**src/rtl/tx_interrupt_ctrl_pkg.sv**
```systemverilog
// rtl/tx_interrupt_ctrl_pkg.sv - shared mode, FSM and source-index definitions for tx_intf
package tx_intf_pkg;

  localparam logic MODE_DIRECT = 1'b0;
  localparam logic MODE_LATCH  = 1'b1;

  typedef enum logic {
    ST_IDLE = 1'b0,
    ST_FIRE = 1'b1
  } irq_state_e;

  localparam int SRC_TLAST        = 0;
  localparam int SRC_PHY_TX_START = 1;
  localparam int SRC_START_ACC    = 2;
  localparam int SRC_END_ACC      = 3;
  localparam int SRC_TRY_COMPLETE = 4;

endpackage

```
**src/rtl/tx_interrupt_ctrl_if.sv**
```systemverilog
// rtl/tx_interrupt_ctrl_if.sv - control/status bundle between register bank and tx_interrupt_ctrl
interface tx_interrupt_ctrl_if #(
  parameter int NUM_SRC   = 8,
  parameter int SEL_WIDTH = 3,
  parameter int CNT_WIDTH = 8
);
  logic [NUM_SRC-1:0]   src_in;
  logic                 mode;
  logic [SEL_WIDTH-1:0] src_sel;
  logic [NUM_SRC-1:0]   irq_mask;
  logic [CNT_WIDTH-1:0] coalesce_thresh;
  logic                 clr_valid;
  logic [NUM_SRC-1:0]   clr_bits;
  logic [NUM_SRC-1:0]   pending;
  logic [CNT_WIDTH-1:0] event_cnt;
  logic                 tx_itrpt;

  modport master (
    output src_in, mode, src_sel, irq_mask, coalesce_thresh, clr_valid, clr_bits,
    input  pending, event_cnt, tx_itrpt
  );

  modport slave (
    input  src_in, mode, src_sel, irq_mask, coalesce_thresh, clr_valid, clr_bits,
    output pending, event_cnt, tx_itrpt
  );
endinterface

```
**src/rtl/tx_interrupt_ctrl_pulse_stretch.sv**
```systemverilog
// rtl/tx_interrupt_ctrl_pulse_stretch.sv - IDLE/FIRE FSM stretching an IRQ request to PULSE_LEN cycles
module tx_irq_pulse_stretch
  import tx_intf_pkg::*;
#(
  parameter int PULSE_LEN = 4
) (
  input  logic clk,
  input  logic rst,
  input  logic en_i,
  input  logic fire_i,
  output logic idle_o,
  output logic irq_o
);

  localparam int PW = (PULSE_LEN > 1) ? $clog2(PULSE_LEN) : 1;

  irq_state_e    state_q;
  logic [PW-1:0] pcnt_q;
  logic          irq_q;

  always_ff @(posedge clk or posedge rst) begin
    if (rst) begin
      state_q <= ST_IDLE;
      pcnt_q  <= '0;
      irq_q   <= 1'b0;
    end else if (!en_i) begin
      state_q <= ST_IDLE;
      pcnt_q  <= '0;
      irq_q   <= 1'b0;
    end else begin
      case (state_q)
        ST_IDLE: begin
          if (fire_i) begin
            state_q <= ST_FIRE;
            irq_q   <= 1'b1;
            pcnt_q  <= PW'(PULSE_LEN - 1);
          end
        end
        ST_FIRE: begin
          // Dropping to IDLE forces at least one low cycle before the next pulse.
          if (pcnt_q == '0) begin
            state_q <= ST_IDLE;
            irq_q   <= 1'b0;
          end else begin
            pcnt_q <= pcnt_q - 1'b1;
          end
        end
      endcase
    end
  end

  assign idle_o = (state_q == ST_IDLE);
  assign irq_o  = irq_q;

endmodule

```
**src/rtl/tx_interrupt_ctrl.sv**
```systemverilog
// rtl/tx_interrupt_ctrl.sv - TX interrupt generator: direct select or masked/latched/coalesced IRQ
module tx_interrupt_ctrl
  import tx_intf_pkg::*;
#(
  parameter int NUM_SRC   = 8,
  parameter int SEL_WIDTH = 3,
  parameter int CNT_WIDTH = 8,
  parameter int PULSE_LEN = 4
) (
  input  logic clk,
  input  logic rst,
  tx_interrupt_ctrl_if.slave bus
);

  logic [NUM_SRC-1:0]      src_d_q;
  logic [NUM_SRC-1:0]      pending_q, pending_d;
  logic [NUM_SRC-1:0]      rise, mrise;
  logic [CNT_WIDTH-1:0]    cnt_q, cnt_d, cnt_sat, eff_thr;
  logic [2**SEL_WIDTH-1:0] src_pad;
  logic                    mode_q, mode_chg, latch_en;
  logic                    direct_q, direct_d;
  logic                    inc, fire, idle, irq;

  always_comb begin
    rise     = bus.src_in & ~src_d_q;
    mrise    = rise & bus.irq_mask;
    inc      = |mrise;
    mode_chg = (bus.mode != mode_q);
    latch_en = (bus.mode == MODE_LATCH) && !mode_chg;
    cnt_sat  = (inc && (cnt_q != '1)) ? cnt_q + 1'b1 : cnt_q;
    eff_thr  = (bus.coalesce_thresh == '0) ? CNT_WIDTH'(1) : bus.coalesce_thresh;
    fire     = latch_en && idle && (cnt_sat >= eff_thr);

    // Out-of-range selects land on the zero padding.
    src_pad              = '0;
    src_pad[NUM_SRC-1:0] = bus.src_in;
    direct_d = ((bus.mode == MODE_DIRECT) && !mode_chg) ? src_pad[bus.src_sel] : 1'b0;

    pending_d = pending_q;
    if (latch_en)
      pending_d = (pending_q & ~(bus.clr_valid ? bus.clr_bits : '0)) | mrise;

    // On fire the counted events are consumed; this cycle's event survives only
    // when the threshold was already met without it.
    cnt_d = cnt_q;
    if (mode_chg)
      cnt_d = '0;
    else if (latch_en) begin
      if (fire)
        cnt_d = (cnt_q >= eff_thr) ? CNT_WIDTH'(inc) : '0;
      else
        cnt_d = cnt_sat;
    end
  end

  always_ff @(posedge clk or posedge rst) begin
    if (rst) begin
      src_d_q   <= '0;
      mode_q    <= MODE_DIRECT;
      pending_q <= '0;
      cnt_q     <= '0;
      direct_q  <= 1'b0;
    end else begin
      src_d_q   <= bus.src_in;
      mode_q    <= bus.mode;
      pending_q <= pending_d;
      cnt_q     <= cnt_d;
      direct_q  <= direct_d;
    end
  end

  tx_irq_pulse_stretch #(
    .PULSE_LEN(PULSE_LEN)
  ) u_stretch (
    .clk   (clk),
    .rst   (rst),
    .en_i  (latch_en),
    .fire_i(fire),
    .idle_o(idle),
    .irq_o (irq)
  );

  assign bus.pending   = pending_q;
  assign bus.event_cnt = cnt_q;
  assign bus.tx_itrpt  = direct_q | irq;

endmodule

```
**src/flat_wrapper.sv**
```systemverilog
// flat-port wrapper written by rule: the top's interface ports become plain ports
module tx_interrupt_ctrl_flat import tx_intf_pkg::*;
#(
  parameter int NUM_SRC   = 8,
  parameter int SEL_WIDTH = 3,
  parameter int CNT_WIDTH = 8,
  parameter int PULSE_LEN = 4
)
  (clk, rst, bus_src_in, bus_mode, bus_src_sel, bus_irq_mask, bus_coalesce_thresh, bus_clr_valid, bus_clr_bits, bus_pending, bus_event_cnt, bus_tx_itrpt);
  tx_interrupt_ctrl_if #(.NUM_SRC(NUM_SRC), .SEL_WIDTH(SEL_WIDTH), .CNT_WIDTH(CNT_WIDTH)) bus_i ();
  input  logic clk;
  input  logic rst;
  input wire logic [$bits(bus_i.src_in)-1:0] bus_src_in;
  input wire logic [$bits(bus_i.mode)-1:0] bus_mode;
  input wire logic [$bits(bus_i.src_sel)-1:0] bus_src_sel;
  input wire logic [$bits(bus_i.irq_mask)-1:0] bus_irq_mask;
  input wire logic [$bits(bus_i.coalesce_thresh)-1:0] bus_coalesce_thresh;
  input wire logic [$bits(bus_i.clr_valid)-1:0] bus_clr_valid;
  input wire logic [$bits(bus_i.clr_bits)-1:0] bus_clr_bits;
  output wire logic [$bits(bus_i.pending)-1:0] bus_pending;
  output wire logic [$bits(bus_i.event_cnt)-1:0] bus_event_cnt;
  output wire logic [$bits(bus_i.tx_itrpt)-1:0] bus_tx_itrpt;
  assign bus_i.src_in = bus_src_in;
  assign bus_i.mode = bus_mode;
  assign bus_i.src_sel = bus_src_sel;
  assign bus_i.irq_mask = bus_irq_mask;
  assign bus_i.coalesce_thresh = bus_coalesce_thresh;
  assign bus_i.clr_valid = bus_clr_valid;
  assign bus_i.clr_bits = bus_clr_bits;
  assign bus_pending = bus_i.pending;
  assign bus_event_cnt = bus_i.event_cnt;
  assign bus_tx_itrpt = bus_i.tx_itrpt;
  tx_interrupt_ctrl #(.NUM_SRC(NUM_SRC), .SEL_WIDTH(SEL_WIDTH), .CNT_WIDTH(CNT_WIDTH), .PULSE_LEN(PULSE_LEN)) u_core (.clk(clk), .rst(rst), .bus(bus_i));
endmodule
```
**config.mk**
```make
export PLATFORM = sky130hd
export DESIGN_NAME = tx_interrupt_ctrl_flat
export DESIGN_NICKNAME = d
export VERILOG_FILES = /design/src/rtl/tx_interrupt_ctrl_pkg.sv /design/src/rtl/tx_interrupt_ctrl_if.sv /design/src/rtl/tx_interrupt_ctrl_pulse_stretch.sv /design/src/rtl/tx_interrupt_ctrl.sv /design/src/flat_wrapper.sv
export SDC_FILE = /design/constraint.sdc
export NUM_CORES = 1
export LEC_CHECK = 0
export ABC_AREA = 1
export CELL_PAD_IN_SITES_DETAIL_PLACEMENT = 0
export CELL_PAD_IN_SITES_GLOBAL_PLACEMENT = 1
export CORE_MARGIN = 2
export CORE_UTILIZATION = 37
export DETAILED_ROUTE_END_ITERATION = 16
export MAX_ROUTING_LAYER = met4
export PLACE_DENSITY_LB_ADDON = 0.1
export SETUP_SLACK_MARGIN = 0.2
export SKIP_CTS_REPAIR_TIMING = 1
export SLEW_MARGIN = 40
export SYNTH_ARGS = -nofsm -noshare
export SYNTH_HDL_FRONTEND = slang
export SYNTH_HIERARCHICAL = 1
export SYNTH_SLANG_ARGS = --single-unit
```
**constraint.sdc**
```tcl
create_clock -name clk -period 6.99 [get_ports clk]
set_input_delay 0.699 -clock clk [delete_from_list [all_inputs] [get_ports clk]]
set_output_delay 0.699 -clock clk [all_outputs]
set_load 0.01 [all_outputs]
```
# == Yosys cells after proc, flatten, opt, wreduce, memory -nomap -nowiden ==
# Index checks and enable logic that the tools add are counted.
# word_totals
register_bits,30
latch_bits,0
ram_bits,0
mem_bits_ro,0
out_inout_bits,17
elab_cells,61
memories,0
# op_classes
add_sub_neg,2
multipliers,0
n_div,0
n_lt_le_gt_ge,3
n_eq_ne,5
n_shift,0
mux,22
n_bitwise,9
reduce_logical,12
# op_table
op,n
8-bit two-way mux,6
8-bit bitwise AND,3
8-bit >= comparator,2
8-bit inverter,2
1-bit two-way mux,9
8-bit by 1-bit adder with 8-bit output (second input constant),1
8-bit zero test,1
8-bit != test (second input constant),1
8-bit OR,1
8-bit OR reduction,1
2-bit two-way mux,3
3-bit by 2-bit != test with 1-bit output (second input constant),2
1-bit logical AND,5
3-bit by 4-bit less-than comparator with 1-bit output (second input constant),1
1-bit case mux with 2 select lines,2
2-bit case mux with 2 select lines,1
2-bit AND reduction,2
1-bit binary-select mux with 3-bit select,1
3-bit != test (second input constant),1
2-bit zero test,1
1-bit inverter,2
2-bit nonzero test,1
2-bit by 1-bit subtractor with 2-bit output (second input constant),1
1-bit zero test,1
other kinds (2),2

# == Logic depth before layout (Yosys ltp) ==
# depth
ltp_word,11
depth_mapped,24
depth_no_buf,23

# == Cells and area by module ==
# The synthesis kept the hierarchy.
# by_module_without_submodules
mod,instances,cells_each,area_per_inst_um2,seq_area_each_um2
tx_interrupt_ctrl,1,263,1886.8,650.6
tx_irq_pulse_stretch,1,26,207.7,100.1

# == Worst setup path after synthesis ==
# OpenSTA, ideal clock, no wires.
# synth_path
kind,register -> register
start,"register u_core.cnt_q[1], in the netlist u_core/bus.event_cnt[1]"
end,register u_core.u_stretch.pcnt_q[0]
setup_time_ns,0.065
t_arrival_ns,2.588
required_ns,6.925
path_slack_ns,4.336
stages_incl_launch_ff,20
synth_period_minus_slack_ns,2.654
path_cell_list,dfrtp_1 > ha_1 > inv_1 > nor2_4 > nand3_2 > or2_1 > buf_6 > nand2_8 > nand2_1 > nand2_1 > inv_1 > ha_1 > a21o_1 > nor2_1 > nand3_1 > nand2_1 > inv_1 > o21ai_2 > nand3_1 > nand2_1
# synth_between
elab_chain_cells,7
# synth_rtl
item,line_no,text
from (decl),tx_interrupt_ctrl.sv:18,"logic [CNT_WIDTH-1:0] cnt_q, cnt_d, cnt_sat, eff_thr;"
from (signal assigned),tx_interrupt_ctrl.sv:67,cnt_q <= cnt_d;
branches (longest 2 deep; another with 8-bit by 1-bit adder with 8-bit output),-,
8-bit two-way mux (*),tx_interrupt_ctrl.sv:30,cnt_sat = (inc && (cnt_q != '1)) ? cnt_q + 1'b1 : cnt_q;
8-bit >= comparator (*),tx_interrupt_ctrl.sv:32,fire = latch_en && idle && (cnt_sat >= eff_thr);
1-bit logical AND (*),tx_interrupt_ctrl.sv:32,
via u_core.fire,tx_interrupt_ctrl.sv:22,"logic inc, fire, idle, irq;"
3-bit by 2-bit != test with 1-bit output (no source line) (*),-,
2-bit AND reduction (no source line) (*),-,
to (signal assigned),tx_interrupt_ctrl_pulse_stretch.sv:36,pcnt_q <= PW'(PULSE_LEN - 1);
to (signal assigned),tx_interrupt_ctrl_pulse_stretch.sv:45,pcnt_q <= pcnt_q - 1'b1;
to (decl),tx_interrupt_ctrl_pulse_stretch.sv:18,logic [PW-1:0] pcnt_q;
# Mark *: on every way through the listed nets, which the timed path passes.
# A chain may end at the register's enable or synchronous reset.

# == Worst setup path in the final report ==
# layout_path
start,input bus_src_in[3]
end,register u_core.u_stretch.pcnt_q[1]
# layout_between
elab_chain_cells,9
# layout_rtl
item,line_no,text
from (decl),flat_wrapper.sv:13,input wire logic [$bits(bus_i.src_in)-1:0] bus_src_in;
8-bit bitwise AND,tx_interrupt_ctrl.sv:25,rise = bus.src_in & ~src_d_q;
8-bit bitwise AND,tx_interrupt_ctrl.sv:26,mrise = rise & bus.irq_mask;
8-bit OR reduction,tx_interrupt_ctrl.sv:27,inc = |mrise;
1-bit logical AND,tx_interrupt_ctrl.sv:30,
8-bit two-way mux,tx_interrupt_ctrl.sv:30,
8-bit >= comparator,tx_interrupt_ctrl.sv:32,
1-bit logical AND,tx_interrupt_ctrl.sv:32,
via u_core.fire,tx_interrupt_ctrl.sv:22,
3-bit by 2-bit != test with 1-bit output (no source line),-,
2-bit AND reduction (no source line),-,
# The timed path passes the listed nets, and every way through them passes these cells.

==> results.py <==
metrics = {
    "timing": {
        "hold_viol_final": 0,
        "clock-skew-final_ps": 5.82,
        "postLayoutSetupSlackWorst_ps": 3840,
        "rsz0062_at_grt": "false",
        "worst-slew-pin-transition_ps": 550,
        "period_share": 0.451,
        "final-max-slew-violation-count": 0,
        "fin_setup_tns_ps": 0,
        "finalSetupViolCount": 0,
        "clock.fmax_mhz": 317,
        "max_slew_margin_vs_limit": 0.633,
        "hold-worst-slack_ps": 481,
        "layout_min_cycle_time_ps": 3150,
    },
    "pwr": {
        "pwr_density_cell_nw_per_um2": 199,
        "power_mw": 0.559,
        "ir_drop_mv": 0.104,
        "leakagePower_nw": 1.47,
    },
    "final_layout": {
        "final_layout_size_suffix_gt1_frac": 0.0575,
        "register_area_um2": 751,
        "final_area_um2": 2800,
        "final_net_count": 406,
        "utilization": 0.512,
        "nFillCells": 564,
        "antenna_cells_inserted": 0,
        "multiInputGateArea_um2": 1100,
        "syn_to_final_growth_pct": 33.8,
        "instances_no_fill": 420,
    },
    "detailed_routing": {
        "route.detailed.drc": 0,
        "detailedRoute.firstPassIterationCount": 4,
        "detail_route.wl_per_cell_um": 12.4,
        "route.detailed.vias_per_inst": 4.62,
        "drt_wl_total_um": 5190,
        "route.vias.total": 1942,
        "detail_route.iter0.violations": 103,
        "route.antenna.remaining_nets": 0,
    },
    "clock_network": {
        "clk_latency_ps": 270,
        "numCtsBuffers": 5,
        "cts-htree-levels": 2,
        "tritoncts_num_sinks": 30,
        "cts_max_path_buffers": 2,
        "cts.clk_slew.worst_paths_ps": 70,
        "cts.root.buffer_cell": "clkbuf_8",
        "cts_tree": "done",
    },
    "synth": {
        "synth.most_common_cell": "nand2_1",
        "post_synth_inst_count": 289,
        "count_of_flip_flops_with_a_built_in_enable_after_synthesis": 0,
        "synth-warning-count": 6,
        "post_synth_main_area_contributors": "dfrtp_1, nand2_1, ha_1, inv_1, nand3_1",
        "synth_area_per_cell_um2": 7.25,
        "yosysTopAreaCellShare": 0.358,
        "asyncSetResetFlopFracSynth": 1.00,
        "flop_and_latch_count_out_of_synthesis": 30,
        "synthDominantAreaCellType": "dfrtp_1",
        "synth.distinct_cells": 28,
        "synth.cells.most_frequent": "nand2_1, inv_1, dfrtp_1, nand3_1",
        "synth-main-ff-cell": "dfrtp_1",
        "yosysSeqAreaShare": 0.358,
        "syn_nets": 348,
        "synth.cell_area_um2": 2090,
    },
    "place": {
        "numPlacedInstances": 412,
        "hpwl_um": 4200,
        "pre_cts_ws_ps": 3530,
        "place_congestion": 0.844,
        "total_placed_instance_area_um2": 2710,
        "placement.io_buffers": 55,
    },
    "critical_path": {
        "crit_path_cell_trace": "clkdlybuf4s50_1 -> nand3_1 -> nand2_1 -> nor2_1 -> nand2_2 -> nand2_8 -> nand2_1 -> nand2_1 -> inv_1 -> ha_1 -> a21oi_1 -> nor2_1 -> nor2_1 -> nand3_1 -> nand2_1 -> inv_1 -> o21ai_2 -> nand3_1 -> nand2_1",
        "cp_top_family": "simple AND/OR/NAND/NOR gates",
        "cp_slowest_cell": "clkdlybuf4s50_1",
        "critPathKind": "in -> reg",
        "wp_data_required_ps": 7200,
        "path_buf_inv": 3,
        "critical-path-top-cell-by-count": "nand2_1",
        "cp-end-kind": "register",
        "startpoint_type": "input port",
        "worst_ep_arrival_time_ps": 3370,
        "largest_stage_delay_on_the_critical_path_ps": 450,
        "cp_max_fo": 9,
    },
    "outcome": {
        "result_of_the_run": "finished clean",
    },
    "floorplanning": {
        "die_height_um": 79.2,
        "dieWidth_um": 79.2,
        "core_box_area_um2": 5470,
        "design.die.area_um2": 6280,
        "start_util": 0.383,
        "design.portCount": 56,
        "std_cell_rows": 27,
    },
    "global_route": {
        "grt_pass1_vias": 1867,
        "track_usage": 0.185,
        "antenna_violations_before_repair": 0,
        "globalRouteOverflowTotal": 0,
        "grt_max_degree": 27,
        "grt_first_pass_wirelength_um": 8800,
    },
    "worst_hold_path": {
        "hold_path_class": "reg -> reg",
    },
    "flow_run": {
        "count_of_max_cap_constraint_violations": 0,
    },
}
==> metal layers <==
metal	up-vias	GRT usage	share of wire
met3	2	0.0352	0.034
li1	1031	-	-
met2	35	0.288	0.46
met4	0	0.0362	0.0031
met1	874	0.253	0.51
met5	-	-	0
==> power by group <==
part | leakage [nW] | switching [mW] | internal, mW | total [mW]
registers | 0.381 | 0.0230 | 0.194 | 0.217
logic | 1.04 | 0.102 | 0.0971 | 0.199
clock network | 0.0482 | 0.0635 | 0.0793 | 0.143
total | 1.47 | 0.189 | 0.370 | 0.559
==> cells by family after synthesis <==
family                     Yosys count  share of synthesized area
buffers and inverters               62                      0.115
adders and majority gates           20                      0.119
DFF                                 30                      0.358
AOI/OAI and AO/OA                   30                     0.0812
and+or+nand+nor                    144                      0.313
xor gates and xnor gates             3                     0.0125
==> final timing paths <==
| check | to | slack [ps] | startpoint | cells after the start |
|---|---|---|---|---|
| setup / recovery | u_core/u_stretch/pcnt_q[1]$_DFFE_PP0P_ | 3840 | bus_src_in[3] | 19 |
| hold / removal | u_core/bus.pending[6]$_DFFE_PP0P_ | 480 | u_core/bus.pending[6]$_DFFE_PP0P_ | 2 |
| setup reg to reg | u_core/u_stretch/pcnt_q[1]$_DFFE_PP0P_ | 3890 | u_core/bus.event_cnt[1]$_DFFE_PP0P_ | 19 |
| hold reg to reg | u_core/bus.pending[6]$_DFFE_PP0P_ | 480 | u_core/bus.pending[6]$_DFFE_PP0P_ | 2 |
| max in group asynchronous | u_core/bus.event_cnt[2]$_DFFE_PP0P_ | 5800 | rst | 2 |
| min in group asynchronous | u_core/u_stretch/irq_o$_DFFE_PP0P_ | 650 | rst | 2 |
==> sequential cells by signal, summed over array words and instances, names as in the netlist <==
signal	cells
u_core/bus.event_cnt	8
u_core/direct_q	1
u_core/u_stretch/pcnt_q	2
u_core/mode_q	1
u_core/u_stretch/irq_o	1
u_core/src_d_q	8
u_core/bus.pending	8
u_core/u_stretch/state_q	1
==> worst min-delay path, stage by stage, from the launching register on <==
cell     delay, ps
dfrtp_1        340
nand2_1         50
o21ai_0         60
==> layout by cell type, fill, tap and decap left out, drive strengths merged <==
cell type	n
ha	20
nor4	1
o32ai	1
clkdlybuf4s50	55
nand2	81
or2	2
a21o	1
nand4	6
clkbuf	7
clkinv	1
dfrtp	30
a41o	1
nand3	31
nand3b	2
nor2	21
inv	58
a21oi	6
xor2	2
xnor2	1
o21a	2
o21ai	19
==> cell type report <==
class,count,share of cell area
Clock inverter,1,0.00179
Tap cell,72,0.0321
Multi-Input combinational cell,197,0.393
Sequential cell,30,0.268
Timing Repair Buffer,55,0.196
Inverter,58,0.0777
Clock buffer,7,0.0308
No activity file was read; power rests on OpenSTA's default activity.
